--- src/rtl/eth_pr_pkg.sv ---
// Shared types and constants for the packet-replay classification path.
package eth_pr_pkg;

  localparam int unsigned PORT_LSB = 16;
  localparam int unsigned SLOT_W   = 6;
  localparam int unsigned PORT_W   = 2;

  typedef struct packed {
    logic [PORT_W-1:0] port;
    logic [SLOT_W-1:0] slot;
  } tag_t;

  typedef enum logic {
    ST_IDLE,
    ST_INPKT
  } pkt_state_e;

  function automatic tag_t make_tag(input logic [PORT_W-1:0] port,
                                    input logic [SLOT_W-1:0] slot);
    tag_t t;
    t.port = port;
    t.slot = slot;
    return t;
  endfunction

endpackage

--- src/rtl/tag_fifo.sv ---
// First-word-fall-through FIFO; wrap bit on each pointer distinguishes full from empty.
module tag_fifo #(
  parameter int unsigned WIDTH = 8,
  parameter int unsigned DEPTH = 8
) (
  input  logic             clock,
  input  logic             reset,
  input  logic             push,
  input  logic [WIDTH-1:0] push_data,
  input  logic             pop,
  output logic [WIDTH-1:0] head_data,
  output logic             head_valid
);

  localparam int unsigned AW = $clog2(DEPTH);
  localparam int unsigned PW = AW + 1;

  logic [PW-1:0]    wr_ptr_q, wr_ptr_d;
  logic [PW-1:0]    rd_ptr_q, rd_ptr_d;
  logic [WIDTH-1:0] mem_q [DEPTH];
  logic [WIDTH-1:0] mem_d [DEPTH];

  logic empty;
  logic full;
  logic do_push;
  logic do_pop;

  assign empty = (wr_ptr_q == rd_ptr_q);
  assign full  = (wr_ptr_q[AW] != rd_ptr_q[AW]) &&
                 (wr_ptr_q[AW-1:0] == rd_ptr_q[AW-1:0]);

  assign do_pop  = pop && !empty;
  // A push into a full FIFO is legal only when the head leaves in the same cycle.
  assign do_push = push && (!full || do_pop);

  always_comb begin
    mem_d    = mem_q;
    wr_ptr_d = wr_ptr_q;
    rd_ptr_d = rd_ptr_q;
    if (do_push) begin
      mem_d[wr_ptr_q[AW-1:0]] = push_data;
      wr_ptr_d                = wr_ptr_q + PW'(1);
    end
    if (do_pop) begin
      rd_ptr_d = rd_ptr_q + PW'(1);
    end
  end

  always_ff @(posedge clock) begin
    if (reset) begin
      wr_ptr_q <= '0;
      rd_ptr_q <= '0;
      for (int unsigned i = 0; i < DEPTH; i++) begin
        mem_q[i] <= '0;
      end
    end else begin
      wr_ptr_q <= wr_ptr_d;
      rd_ptr_q <= rd_ptr_d;
      mem_q    <= mem_d;
    end
  end

  assign head_data  = mem_q[rd_ptr_q[AW-1:0]];
  assign head_valid = !empty;

endmodule

--- src/rtl/packet_tagger.sv ---
// Tags each replayed packet with {egress port, storage slot} after a fixed latency,
// buffering tags in a credit-protected FIFO so tagstream backpressure never drops one.
module packet_tagger
  import eth_pr_pkg::*;
#(
  parameter int unsigned LATENCY    = 7,
  parameter int unsigned FIFO_DEPTH = 8
) (
  input  logic        clock,
  input  logic        reset,
  input  logic [63:0] in_data,
  input  logic        in_valid,
  input  logic        in_sop,
  input  logic        in_eop,
  input  logic [5:0]  in_channel,
  output logic        in_ready,
  output logic [7:0]  tag_data,
  output logic        tag_valid,
  input  logic        tag_ready,
  output logic [7:0]  err_count
);

  localparam int unsigned CW = $clog2(FIFO_DEPTH) + 1;
  localparam int unsigned TW = $bits(tag_t);

  pkt_state_e          state_q, state_d;
  logic [PORT_W-1:0]   port_q, port_d;
  logic [7:0]          err_q, err_d;
  logic [CW-1:0]       credits_q, credits_d;
  logic [LATENCY-1:0]  pipe_v_q, pipe_v_d;
  tag_t                pipe_tag_q [LATENCY];
  tag_t                pipe_tag_d [LATENCY];

  logic              accept;
  logic              launch;
  tag_t              launch_tag;
  logic              err_inc;
  logic [PORT_W-1:0] sop_port;
  logic              pop;
  logic [TW-1:0]     fifo_head;
  logic              fifo_valid;
  logic              unused_data_bits;

  assign in_ready = !reset && (credits_q < CW'(FIFO_DEPTH));
  assign accept   = in_valid && in_ready;
  assign sop_port = in_data[PORT_LSB +: PORT_W];

  assign unused_data_bits = ^{in_data[63:PORT_LSB+PORT_W], in_data[PORT_LSB-1:0]};

  // Packet tracking FSM and tag launch
  always_comb begin
    state_d    = state_q;
    port_d     = port_q;
    launch     = 1'b0;
    launch_tag = '0;
    err_inc    = 1'b0;
    if (accept) begin
      unique case (state_q)
        ST_IDLE: begin
          if (in_sop) begin
            port_d = sop_port;
            if (in_eop) begin
              launch     = 1'b1;
              launch_tag = make_tag(sop_port, in_channel);
            end else begin
              state_d = ST_INPKT;
            end
          end else begin
            err_inc = 1'b1;
            if (in_eop) begin
              launch     = 1'b1;
              launch_tag = make_tag('0, in_channel);
            end
          end
        end
        ST_INPKT: begin
          if (in_sop) begin
            // Restart: the abandoned packet never reaches eop, so it never launches a tag.
            err_inc = 1'b1;
            port_d  = sop_port;
            if (in_eop) begin
              launch     = 1'b1;
              launch_tag = make_tag(sop_port, in_channel);
              state_d    = ST_IDLE;
            end
          end else if (in_eop) begin
            launch     = 1'b1;
            launch_tag = make_tag(port_q, in_channel);
            state_d    = ST_IDLE;
          end
        end
        default: state_d = ST_IDLE;
      endcase
    end
  end

  always_comb begin
    err_d = err_q;
    if (err_inc && (err_q != 8'hFF)) begin
      err_d = err_q + 8'd1;
    end
  end

  // Fixed-latency pipe; advances every cycle since credits guarantee FIFO room.
  always_comb begin
    for (int unsigned i = 0; i < LATENCY; i++) begin
      pipe_tag_d[i] = pipe_tag_q[i];
    end
    pipe_v_d      = pipe_v_q;
    pipe_v_d[0]   = launch;
    pipe_tag_d[0] = launch_tag;
    for (int unsigned i = 1; i < LATENCY; i++) begin
      pipe_v_d[i]   = pipe_v_q[i-1];
      pipe_tag_d[i] = pipe_tag_q[i-1];
    end
  end

  assign pop = tag_valid && tag_ready;

  always_comb begin
    credits_d = credits_q;
    unique case ({launch, pop})
      2'b10:   credits_d = credits_q + CW'(1);
      2'b01:   credits_d = credits_q - CW'(1);
      default: credits_d = credits_q;
    endcase
  end

  always_ff @(posedge clock) begin
    if (reset) begin
      state_q   <= ST_IDLE;
      port_q    <= '0;
      err_q     <= '0;
      credits_q <= '0;
      pipe_v_q  <= '0;
      for (int unsigned i = 0; i < LATENCY; i++) begin
        pipe_tag_q[i] <= '0;
      end
    end else begin
      state_q    <= state_d;
      port_q     <= port_d;
      err_q      <= err_d;
      credits_q  <= credits_d;
      pipe_v_q   <= pipe_v_d;
      pipe_tag_q <= pipe_tag_d;
    end
  end

  tag_fifo #(
    .WIDTH (TW),
    .DEPTH (FIFO_DEPTH)
  ) u_tag_fifo (
    .clock      (clock),
    .reset      (reset),
    .push       (pipe_v_q[LATENCY-1]),
    .push_data  (pipe_tag_q[LATENCY-1]),
    .pop        (pop),
    .head_data  (fifo_head),
    .head_valid (fifo_valid)
  );

  // Registered state still holds pre-reset values during the reset cycle, so outputs are masked.
  assign tag_valid = !reset && fifo_valid;
  assign tag_data  = reset ? '0 : fifo_head;
  assign err_count = reset ? '0 : err_q;

endmodule

--- config.mk ---
export PLATFORM = sky130hd
export DESIGN_NAME = packet_tagger
export DESIGN_NICKNAME = d
export VERILOG_FILES = /design/src/rtl/eth_pr_pkg.sv /design/src/rtl/tag_fifo.sv /design/src/rtl/packet_tagger.sv
export SDC_FILE = /design/constraint.sdc
export NUM_CORES = 1
export LEC_CHECK = 0
export BUFFER_PORTS_ARGS = -buffer_cell sky130_fd_sc_hd__buf_2
export CAP_MARGIN = 0
export CORE_ASPECT_RATIO = 1.75
export CORE_MARGIN = 5
export CORE_UTILIZATION = 53
export CTS_BUF_LIST = sky130_fd_sc_hd__clkbuf_8
export DETAILED_ROUTE_END_ITERATION = 10
export PLACE_DENSITY = 0.77
export SETUP_SLACK_MARGIN = 0.02
export SYNTH_ARGS = -nofsm -noshare
export SYNTH_HDL_FRONTEND = slang
export SYNTH_SLANG_ARGS = --single-unit
--- constraint.sdc ---
create_clock -name clock -period 2.5 [get_ports clock]
set_clock_uncertainty 0.15 [all_clocks]
set_input_delay 0.375 -clock clock [delete_from_list [all_inputs] [get_ports clock]]
set_output_delay 0.375 -clock clock [all_outputs]
set_load 0.01 [all_outputs]
# Word level (Yosys, flattened, before mapping)
# Cells that the tools add are included.
[word_totals] elab_cells=89 output_inout_bits=18 ff_bits=150
[classes] n_addsub=5 n_mux=25 n_eq_ne=6 n_reduce_logical=16 order_cmp=4 bitwise=4
[ops] operator="two-way mux 8 bit" count=9
[ops] operator="bitwise mux 64 bit" count=1
[ops] operator="binary-select mux 8 bit (select 3 bit)" count=1
[ops] operator="demux 8 bit (select 3 bit)" count=1
[ops] operator="one-hot mux 8 bit (2 select lines)" count=1
[ops] operator="adder 4 x 1 -> 4 bit (second input constant)" count=3
[ops] operator="logical AND 1 bit" count=9
[ops] operator="adder 8 x 1 -> 8 bit (second input constant)" count=1
[ops] operator=">= comparator 4 bit (second input constant)" count=2
[ops] operator="inequality test 8 bit (second input constant)" count=1
[ops] operator="NOT 3 -> 4 bit" count=2
[ops] operator="one-hot mux 4 bit (2 select lines)" count=1
[ops] operator="two-way mux 1 bit" count=7
[ops] operator="two-way mux 6 bit" count=1
[ops] operator="== test 4 bit" count=1
[ops] operator="less-than comparator 4 x 1 -> 1 bit (second input constant)" count=1
[ops] operator="less-than comparator 4 bit (second input constant)" count=1
[ops] operator="one-hot mux 1 bit (2 select lines)" count=2
[ops] operator="subtractor 4 x 1 -> 4 bit (second input constant)" count=1
[ops] operator="== test 3 bit" count=1
[ops] operator="zero test 1 bit" count=3
[ops] operator="== test 2 x 1 -> 1 bit (second input constant)" count=1
[ops] operator="== test 2 bit (second input constant)" count=1
[ops] operator="two-way mux 2 bit" count=1
[ops] operator="6 further kinds" count=7

# Depth between registers and ports, before layout
# Gate-level depths: netlist (run 1).
[depth] word_depth=7 mapped_depth=11

# By module
# From an unflattened synthesis (run 1), not the netlist that was laid out.
[unflattened] hier_cells=567 area_unflattened_um2=6184.7
[by_module_without_submodules] mod="tag_fifo" instances=1 seq_area_each_um2=1441.4 cells_each=323 area_per_inst_um2=3607.2
[by_module_without_submodules] mod="packet_tagger" instances=1 seq_area_each_um2=1561.5 cells_each=244 area_per_inst_um2=2577.5

# Worst setup path before layout (run 1)
# Ideal clock, no wire load.
[synth_timing] path_type="in2reg" startpoint="input port reset" endpoint="register credits_q[2]" required_time_ns=2.280 setup_time_ns=0.070 path_slack_ns=-0.030 arrival_time_ns=2.310 n_path_buf=1 path_stages=11 path_cell_list="nor2_1 and3_1 clkbuf_1 inv_1 ha_1 xor2_1 ha_1 a21oi_1 xor2_1 or3_1 a21oi_1"
[synth_via] elab_chain_len=6 elab_cells_between_ends=10 classes_between="2 x eq/ne; 2 x mux; 6 x reduce/logical"
[synth_rtl] element="start, declared" line="packet_tagger.sv:10" text="input logic reset,"
[synth_rtl] element="zero test 1 bit" line="packet_tagger.sv:44, packet_tagger.sv:163"
[synth_rtl] element="logical AND 1 bit" line="packet_tagger.sv:44" text="assign in_ready = !reset && (credits_q < CW'(FIFO_DEPTH));"
[synth_rtl] element="logical AND 1 bit" line="packet_tagger.sv:45" text="assign accept = in_valid && in_ready;"
[synth_rtl] element="two-way mux 1 bit" line="packet_tagger.sv:57" text="if (accept) begin"
[synth_rtl] element="== test 2 x 1 -> 1 bit or == test 2 bit (tied branches)" line="packet_tagger.sv:122" text="unique case ({launch, pop})"
[synth_rtl] element="one-hot mux 4 bit (2 select lines) or nonzero test 2 bit (tied branches)"
[synth_rtl] element="end signal, assigned" line="packet_tagger.sv:143" text="credits_q <= credits_d;"
[synth_rtl] element="end, declared" line="packet_tagger.sv:29" text="logic [CW-1:0] credits_q, credits_d;"
# Parallel ways exist; a longest one is shown, timed or not.
# A chain may end at the register's enable or synchronous reset.

# Worst setup path after layout (run 1)
[layout_timing] startpoint="input port in_eop" endpoint="register credits_q[2]"
[layout_via] elab_chain_len=4 elab_cells_between_ends=6 classes_between="2 x eq/ne; 3 x mux; 1 x reduce/logical"
[layout_rtl] element="start, declared" line="packet_tagger.sv:14" text="input logic in_eop,"
[layout_rtl] element="two-way mux 1 bit *"
[layout_rtl] element="two-way mux 1 bit *" line="packet_tagger.sv:57"
[layout_rtl] element="== test 2 x 1 -> 1 bit or == test 2 bit (tied branches)" line="packet_tagger.sv:122"
[layout_rtl] element="one-hot mux 4 bit (2 select lines) or nonzero test 2 bit (tied branches)"
# Mark *: on every way between the ends. The rest lies on a longest branch, timed or not.

==> impl_results.md, run 1 <==
* Status: finished, final reports clean
* Buffers on Ports at 31
* Endpoint class of the critical path: register
* Initial Utilization at 53.84%
* Drt initial violations at 164
* Number of remaining DRC errors at 0
* Max Clk Rate at slightly above 400 MHz
* Crit start category: primary input
* Period utilization at 96.18%
* Post-DP Area at between 6000 and 7000 um^2
* Yosys reg bits at 150
* Syn avg cell area at 10.73 um^2
* Commonest non-fill, non-tap cell in the layout: dfxtp_1
* Number of enable flip-flop cells after synthesis at 0
* Hold slack at 41.20 ps
* Max VDD drop at between 500 and 600 uV
* Mapped Cells at 557
* Worst slack at placement at -63.02 ps
* Area of the multi-input gates at 2818 um^2
* Async SR Flop Fraction at 0%
* Post-layout min period at 2405 ps
* Top post-synthesis cells by area: dfxtp_1, mux2i_1, nor2b_1
* RSZ-0062 raised after global routing: true
* Initial antenna violation count at 0
* Post-synth top area share at 50.23%
* CTS Buf Count at 17
* CTS Root Cell: clkbuf_8
* Worst slew pin tran at approximately 640 ps
* Critical path class: primary input to register
* Wire per inst at 14.87 um
* Reg area at about 3000 um^2
* Fin worst setup slack at 95.41 ps
* Top FF cell, synth: dfxtp_1
* DRT Wirelength at 11.12 mm
* Std-Cell Rows at 51
* Crit path max fanout at 4
* Seq/Total Area, Yosys at 50.23%
* H-tree lvl count at 4
* Cell Area, Synth at 5978 um^2
* Vias in the first global route at 4162
* Hold WC Path Type: primary input to register
* Worst skew pair latency at 440 ps
* Synthesized Nets at 639
* Leak pwr at 2.922 nW
* Cell Count Post-Placement at 704
* Pin count of the biggest net entering global routing at 76
* Area growth syn-to-layout at 14.50%
* Hold Fails Final Rpt at 0
* Total GRT Usage at 17.36%
* Worst endpoint data arrival time at 2620 ps
* Die area at 13590 um^2
* First-pass GRT wire length at 18.75 mm
* Max-Cap Viols at 0
* Vias per cell at 5.333
* # IOs at 94
* Pwr Density at 632.7 nW/um^2
* GRT overflow at 0
* Worst-path cell chain: dlygate4sd3_1 > buf_2 > and3_1 > inv_1 > ha_4 > xor2_1 > ha_1 > a21oi_2 > xor2_1 > or3_1 > a21oi_1
* Clock Path Buffers at 2
* Layout fillers at around 940
* Critical Path Max Stage Delay at 530 ps
* Clk sink count at 150
* CP most frequent cell: xor2_1
* First drt pass iteration count at 4
* Yosys warns at 0
* Post-DP HPWL at 7.374 mm
* Distinct cells, synth at 51
* Ant diodes at 0
* Total Power at 4.331 mW
* Clk slew on worst S/H paths at 80 ps
* Yosys top cell by area: dfxtp_1
* Vias at 3989
* Post-layout net count at between 600 and 700
* RePlAce Congestion at ~0.8
* Die width at 90.29 um
* Critical path data required time at 2710 ps
* Pins over their slew limit at 0
* CTS tree: built
* Slew margin rel. at between 50 and 60%
* Count of endpoints failing setup in the final report at 0
* Antenna-violating nets left at 0
* Slowest cell on the critical path: dlygate4sd3_1
* Die height at 150.5 um
* Final Cell Area at 6845 um^2
* Most frequent cells in the layout: dfxtp_1, nand2_1, mux2i_1
* Final cell count without fillers at approximately 750
* Share of layout cells above drive strength 1 at 21.27%
* Core ar. at 11100 um^2
==> layer usage <==
layer	GRT usage (%)	up-vias	part of all wire, %
li1	-	1978	-
met1	16.65	1920	38
met2	34.35	72	56
met3	4.200	19	3.2
met4	7.526	0	2.2
met5	0	-	0
==> synth_stat cells, types with 2 or more instances <==
cell       number
a211oi_1        2
a21oi_1        16
and2_1          6
and3_1          2
buf_2           3
buf_6           6
clkbuf_1       19
dfxtp_1       150
ha_1            6
inv_1           7
mux2_1          2
mux2_2          4
mux2i_1        68
mux4_2         16
nand2_1       101
nand2b_1        3
nand3_1         7
nand4_1         2
nor2_1         23
nor2b_1        65
o2111ai_4       3
o211a_1         2
o211ai_4        2
o21a_1          2
o21ai_0         5
o31ai_1         3
xnor2_1         3
xnor2_4         2
xor2_1          5
==> repair_timing <==
| item | in CTS | in global routing |
|---|---|---|
| endpoints found under the setup margin | 8 | 9 |
| hold buffers | 7 | 0 |
| pin swaps | 0 | 7 |
| hold endpoints to repair | 7 | 0 |
| buffers inserted | 0 | 4 |
| gates cloned | 0 | 1 |
| resized for setup | 9 | 11 |
==> kinds of logic (layout without fill, tap and decap cells) <==
family / count (synthesis) / after routing / share of synthesized area [%]
and+or+nand+nor: 219 / 219 / 17.92
DFF: 150 / 150 / 50.23
muxes: 90 / 90 / 18.54
AOI/OAI and AO/OA: 43 / 43 / 6.425
buffers and inverters: 38 / 97 / 3.265
xor gates and xnor gates: 11 / 11 / 2.365
adders and majority gates: 6 / 6 / 1.256
==> stage by stage <==
step	utilization [%]	TNS (ps)
after floorplan	-	0
after global placement	56.32	0
after detailed placement	56.32	-63.02
after CTS	60.80	0
after global routing	61.65	-4.781
final	61.65	0
==> power by group <==
| group | switching, mW | leakage (nW) | internal, mW |
|---|---|---|---|
| Combinational | 0.0708 | 1.51 | 0.0429 |
| Clock | 0.942 | 0.196 | 0.868 |
| Sequential | 0.00753 | 1.21 | 2.40 |
==> state kept, by name (all words and copies together), names as in the netlist, 4 cells and up <==
signal,count
credits_q,4
err_q,8
pipe_tag_d,48
pipe_tag_q,8
pipe_v_q,7
u_tag_fifo.mem_q,64
u_tag_fifo.rd_ptr_q,4
u_tag_fifo.wr_ptr_q,4
==> final timing paths <==
check	start	to	slack, ps	cells after the start
setup / recovery	in_eop	credits_q[2]	100	11
hold / removal	in_data[16]	pipe_tag_d[46]	40	3
setup reg to reg	credits_q[3]	credits_q[2]	180	10
hold reg to reg	pipe_v_q[0]	pipe_v_q[1]	290	1
==> cell type report <==
class | instances | share of cell area, %
clock buffer | 19 | 3.820
clock inverter | 13 | 1.974
inverter | 8 | 0.4935
multi-input combinational | 369 | 41.16
sequential | 150 | 43.96
tap | 132 | 2.413
timing repair buffer | 57 | 6.178
==> worst max-delay path: cells and delay by family <==
family,cells,cell delay [ps]
fa+ha+maj,2,390
xor+xnor,2,340
compound gates,2,210
buf+inv,3,840
simple gates,2,470
Note: power is estimated with default switching activity, not from simulation.
==> inputs of run 2 (changes only) <==
- CELL_PAD_IN_SITES_DETAIL_PLACEMENT: unset -> 1
- CELL_PAD_IN_SITES_GLOBAL_PLACEMENT: unset -> 1
- CORE_UTILIZATION: 53 -> 41
- PLACE_DENSITY: 0.77 -> 0.76
==> run 2 against run 1 <==
Effect of this change:
- clock power up 9%
- via count grew 2.5%
- fmax is 0.84% higher
- critical path depth decreased by 6
- sequential power barely moved
- sequential share of layout area shrank 0.48 points
- register-to-register slack worse by 40 ps
- sequential cell count stayed put
- global-route usage is 1.3 points lower
- setup slack gained 20 ps
==> impl_results.md, run 2 (synthesized netlist as in run 1, its figures left out) <==
* Hold Fails Final Rpt at 0 (unchanged)
* DRT Wirelength at 12.83 mm (+15%)
* Crit path max fanout at 11 (+7)
* Wire per inst at 16.00 um (+7.6%)
* Area growth syn-to-layout at 15.91%
* Commonest non-fill, non-tap cell in the layout: dfxtp_1
* Clk slew on worst S/H paths at 80 ps (about the same)
* Antenna-violating nets left at 0 (unchanged)
* Pin count of the biggest net entering global routing at 66 (-13%)
* Largest register by flop count: u_tag_fifo.mem_q
* Total Power at 4.509 mW (+4.1%)
* Layout fillers at 1586 (+69%)
* Most frequent cells in the layout: dfxtp_1, nand2_1, mux2i_1
* Period utilization at 95.38% (-0.80 points)
* Count of endpoints failing setup in the final report at 0 (unchanged)
* Vias at 4087 (+2.5%)
* Pwr Density at 650.7 nW/um^2 (+2.8%)
* Pins over their slew limit at 0 (unchanged)
* CTS Buf Count at 17 (unchanged)
* Die width at 101.3 um (+12%)
* First-pass GRT wire length at 21.58 mm (+15%)
* Worst slew pin tran at 638.9 ps (-3.361 ps)
* H-tree lvl count at 4 (unchanged)
* Post-layout net count at 691 (+0.88%)
* # IOs at 94 (unchanged)
* Reg-to-Reg End: credits_q[2]
* Vias in the first global route at 4533 (+8.9%)
* Max VDD drop at 421.2 uV (-17%)
* FF-to-FF Start: u_tag_fifo.wr_ptr_q[0]
* Core ar. at 14370 um^2 (+29%)
* Slew margin rel. at 57.39% (+0.21 points)
* Worst endpoint data arrival time at 1860 ps (-760 ps)
* Drt initial violations at 83 (-49%)
* RePlAce Congestion at 0.7593 (-4.0%)
* Max-Cap Viols at 0 (unchanged)
* Status: finished, final reports clean
* Critical hold path startpoint: in_data[16]
* Buffers on Ports at 31 (unchanged)
* Initial antenna violation count at 0 (unchanged)
* First drt pass iteration count at 4 (unchanged)
* Max Clk Rate at 419.4 MHz (+0.84%)
* Critical path class: register to primary output
* Crit start category: register
* Post-layout min period at 2385 ps (-20.07 ps)
* Post-DP HPWL at 8.918 mm (+21%)
* Final core occ at 48.22% (-13 points)
* Endpoint class of the critical path: primary output
* Total GRT Usage at 16.08% (-1.3 points)
* Worst skew pair latency at 430 ps (about the same)
* R2R depth at 9 (-1)
* RSZ-0062 raised after global routing: true
* Number of remaining DRC errors at 0 (unchanged)
* Max FFs per register at 64 (unchanged)
* Clock Path Buffers at 2 (unchanged)
* Share of layout cells above drive strength 1 at 21.06% (-0.21 points)
* Initial Utilization at 41.61% (-12 points)
* Die height at 169.7 um (+13%)
* Clk sink count at 150 (unchanged)
* WHS Path Cells at 3 (unchanged)
* GRT overflow at 0 (unchanged)
* Post-DP Area at 6341 um^2 (+1.4%)
* CTS Root Cell: clkbuf_8
* Leak pwr at 2.957 nW (+1.2%)
* Hold WC Path Type: primary input to register
* Critical path data required time at 1980 ps (-730 ps)
* Die area at 17190 um^2 (+27%)
* Worst slack at placement at -26.36 ps (+36.66 ps)
* CTS tree: built
* Fin worst setup slack at 115.5 ps (+20.07 ps)
* Ant diodes at 0 (unchanged)
* Final Cell Area at 6929 um^2 (+1.2%)
* Hold endpoint: pipe_tag_d[46]
* R2R Setup Slk at 140 ps (-40 ps)
* Vias per cell at 5.096 (-4.4%)
* Std-Cell Rows at 58 (+14%)
## run 2: cell types whose count changed in the layout (fill, tap and decap cells not counted), sizes merged
cell	change
buf	+7
bufinv	+2
clkbuf	+1
clkinv	-1
clkinvlp	+1
inv	-4
## run 2: what timing repair did
action,in CTS,in global routing
hold buffers,7,0
pin swaps,0,1
setup endpoints to repair,8,9
hold endpoints to repair,7,0
buffers inserted,5,1
gates resized for setup,8,6
cloned,0,0
## run 2: power breakdown
group          total, mW  leakage (nW)  internal (mW)  switching (mW)
Combinational      0.117          1.53         0.0453          0.0716
Clock               1.98         0.215           1.10           0.889
Sequential          2.41          1.21           2.40         0.00759
## run 2: stage by stage
stage	hold WS, ps	TNS [ps]	cells
after floorplan	263.8	0	557
after global placement	267.7	0	757
after detailed placement	273.9	-26.36	757
after CTS	8.513	0	801
after global routing	29.05	0	802
final	44.13	0	802
## run 2: layer usage
metal	global-route usage [%]	up-vias	share of wire (%)
met5	0	-	0
met3	4.360	33	3.6
li1	-	1995	-
met1	15.71	1983	37
met4	8.275	0	3.8
met2	30.02	76	56
## run 2: how the worst max path moves through the flow
stage / cells past startpoint / slack, ps / end / start
2_1_floorplan: 11 / 70 / credits_q[2] / reset
3_3_place_gp: 10 / 140 / credits_q[2] / reset
3_5_place_dp: 10 / -30 / credits_q[2] / reset
4_1_cts: 5 / 30 / tag_data[1] / u_tag_fifo.rd_ptr_q[1]
5_1_grt: 5 / 4 / tag_data[1] / u_tag_fifo.rd_ptr_q[1]
6_report: 5 / 120 / tag_data[7] / u_tag_fifo.rd_ptr_q[0]
## run 2: layout make-up
| class | count | area [um^2] | area share [%] |
|---|---|---|---|
| Inverter | 8 | 33.78 | 0.4875 |
| Sequential cell | 150 | 3013 | 43.48 |
| Clock inverter | 11 | 145.1 | 2.095 |
| Clock buffer | 21 | 289.0 | 4.171 |
| Timing Repair Buffer | 63 | 440.4 | 6.356 |
| Multi-Input combinational cell | 369 | 2783 | 40.16 |
| Tap cell | 180 | 225.2 | 3.250 |
## run 2: worst max-delay path: stages, from the launching register on
cell and delay, ps:
dfxtp_4 390, buf_12 160, mux4_2 500, nand2_1 80
a21oi_1 100, buf_2 180
==> inputs of run 3 (changes only) <==
- CORE_ASPECT_RATIO: 1.75 -> 1.4
==> run 3 against run 2 <==
Effect of this change:
- setup slack got worse by 25 ps
- fmax fell by 1.0%
- core utilization rose by 0.68 points
- wire length rose by 2.0%
- register-to-register slack improved by 30 ps
- critical path depth did not move
- clock-buffer cell count fell by 4
- global-route usage barely moved
- final area rose by 1.5%
- clock power rose by 12%
- hold slack improved by 72 ps
==> impl_results.md, run 3 (synthesized netlist as in run 1, its figures left out) <==
* CTS Root Cell: clkbuf_8
* Hold Fails Final Rpt at 0 (unchanged)
* RSZ-0062 raised after global routing: true
* First-pass GRT wire length at 21.88 mm (+1.4%)
* Number of remaining DRC errors at 0 (unchanged)
* Post-DP HPWL at 8.456 mm (-5.2%)
* Wire per inst at 16.14 um (+0.91%)
* CTS tree: built
* H-tree lvl count at 4 (unchanged)
* First drt pass iteration count at 4 (unchanged)
* Die width at 112.1 um (+11%)
* Worst skew pair latency at 460 ps (+30 ps)
* Initial Utilization at 41.58% (about the same)
* Pwr Density at 674.0 nW/um^2 (+3.6%)
* Fin worst setup slack at 90.85 ps (-24.63 ps)
* R2R depth at 9 (unchanged)
* Ant diodes at 0 (unchanged)
* Worst slew pin tran at 780.1 ps (+141.2 ps)
* Share of layout cells above drive strength 1 at 21.54% (+0.48 points)
* Core ar. at 14380 um^2 (about the same)
* Vias at 4054 (-0.81%)
* Critical path class: register to primary output
* Final core occ at 48.90% (+0.68 points)
* RePlAce Congestion at 0.7804 (+2.8%)
* Worst endpoint data arrival time at 1880 ps (+20 ps)
* Clock Path Buffers at 2 (unchanged)
* Vias in the first global route at 4513 (-0.44%)
* Hold WC Path Type: primary input to register
* Max-Cap Viols at 0 (unchanged)
* Endpoint class of the critical path: primary output
* Max Clk Rate at 415.1 MHz (-1.0%)
* GRT overflow at 0 (unchanged)
* Die height at 152.9 um (-9.9%)
* Status: finished, final reports clean
* Crit start category: register
* Layout fillers at 1586 (unchanged)
* Worst slack at placement at -22.21 ps (+4.152 ps)
* Most frequent cells in the layout: dfxtp_1, nand2_1, mux2i_1
* Crit path max fanout at 7 (-4)
* WHS Path Cells at 3 (unchanged)
* Period utilization at 96.37% (+0.99 points)
* TNS Setup at 0 ps (unchanged)
* Slew margin rel. at 47.99% (-9.4 points)
* Reg-to-Reg End: credits_q[2]
* CTS Buf Count at 17 (unchanged)
* Largest register by flop count: u_tag_fifo.mem_q
* # IOs at 94 (unchanged)
* Pins over their slew limit at 0 (unchanged)
* Hold endpoint: port_q[1]
* Drt initial violations at 162 (+95%)
* Leak pwr at 2.983 nW (+0.87%)
* FF-to-FF Start: u_tag_fifo.wr_ptr_q[2]
* Total GRT Usage at 16.11% (+0.025 points)
* Area growth syn-to-layout at 17.62%
* Std-Cell Rows at 52 (-10%)
* DRT Wirelength at 13.09 mm (+2.0%)
* Clk slew on worst S/H paths at 80 ps (about the same)
* Buffers on Ports at 31 (unchanged)
* Commonest non-fill, non-tap cell in the layout: dfxtp_1
* Critical path data required time at 1980 ps (about the same)
* Max VDD drop at 483.5 uV (+15%)
* Post-layout min period at 2409 ps (+24.63 ps)
* Max FFs per register at 64 (unchanged)
* Antenna-violating nets left at 0 (unchanged)
* R2R Setup Slk at 170 ps (+30 ps)
* Initial antenna violation count at 0 (unchanged)
* Clk sink count at 150 (unchanged)
* Post-layout net count at 691 (unchanged)
* Die area at 17130 um^2 (-0.35%)
* Vias per cell at 4.999 (-1.9%)
* Pin count of the biggest net entering global routing at 76 (+15%)
* Count of endpoints failing setup in the final report at 0 (unchanged)
* Critical hold path startpoint: in_sop
-- run 3: cell count changes in the layout (fill, tap and decap cells not counted), moves of 3 or more --
cell and change:
buf_4 -4, a21oi_1 -3, clkbuf_8 -4, a21oi_2 +3, inv_8 +3
-- run 3: per-stage QoR --
step	instances	hold slack, ps	power [mW]	cell area, um^2
after CTS	805	88.20	4.792	6947
after floorplan	557	263.8	2.534	5981
final	811	116.4	4.739	7032
after global routing	811	103.1	4.915	7032
after detailed placement	761	273.9	2.574	6327
after global placement	761	266.6	2.569	6327
-- run 3: final cells by class --
type | count | area [um^2] | area share (%)
flip-flops and latches | 150 | 3012 | 42.83
multi-input cells | 369 | 2801 | 39.84
repair buffers | 63 | 475.5 | 6.762
clock inverters | 15 | 241.5 | 3.434
well taps | 189 | 236.5 | 3.363
clock buffers | 17 | 234.0 | 3.327
inverters | 8 | 31.28 | 0.4448
-- run 3: power breakdown --
part,switching [mW],internal [mW]
logic,0.0741,0.0448
clock network,0.996,1.22
registers,0.00780,2.40
total,1.08,3.66
-- run 3: worst max path at each step --
stage / start / endpoint / slack [ps] / cells after the start
final: u_tag_fifo.rd_ptr_q[1] / tag_data[1] / 90 / 5
after global placement: reset / credits_q[2] / 110 / 11
after CTS: u_tag_fifo.rd_ptr_q[0] / tag_data[7] / 20 / 5
after global routing: u_tag_fifo.wr_ptr_q[2] / credits_q[2] / 10 / 9
after floorplan: reset / credits_q[2] / 70 / 11
after detailed placement: reset / credits_q[2] / -20 / 11
-- run 3: timing repair --
| action | CTS | global route |
|---|---|---|
| cloned | 0 | 1 |
| endpoints found under the hold margin | 9 | 0 |
| endpoints found under the setup margin | 8 | 9 |
| buffers inserted | 3 | 5 |
| pin swaps | 0 | 3 |
| hold buffers | 9 | 0 |
| resized for setup | 10 | 9 |
-- run 3: critical path, cell delays in order, from the launching register on --
cell and delay, ps:
dfxtp_4 430, buf_12 160, mux4_2 510, nand2_1 90, a21oi_1 60, buf_2 180
-- run 3: metal layers --
| layer | up-vias | wire (um) | track usage (%) |
|---|---|---|---|
| met5 | - | 0 | 0 |
| met2 | 62 | 7054 | 30.05 |
| li1 | 1992 | - | - |
| met4 | 0 | 268 | 7.274 |
| met1 | 1977 | 5361 | 16.70 |
| met3 | 23 | 409 | 4.193 |
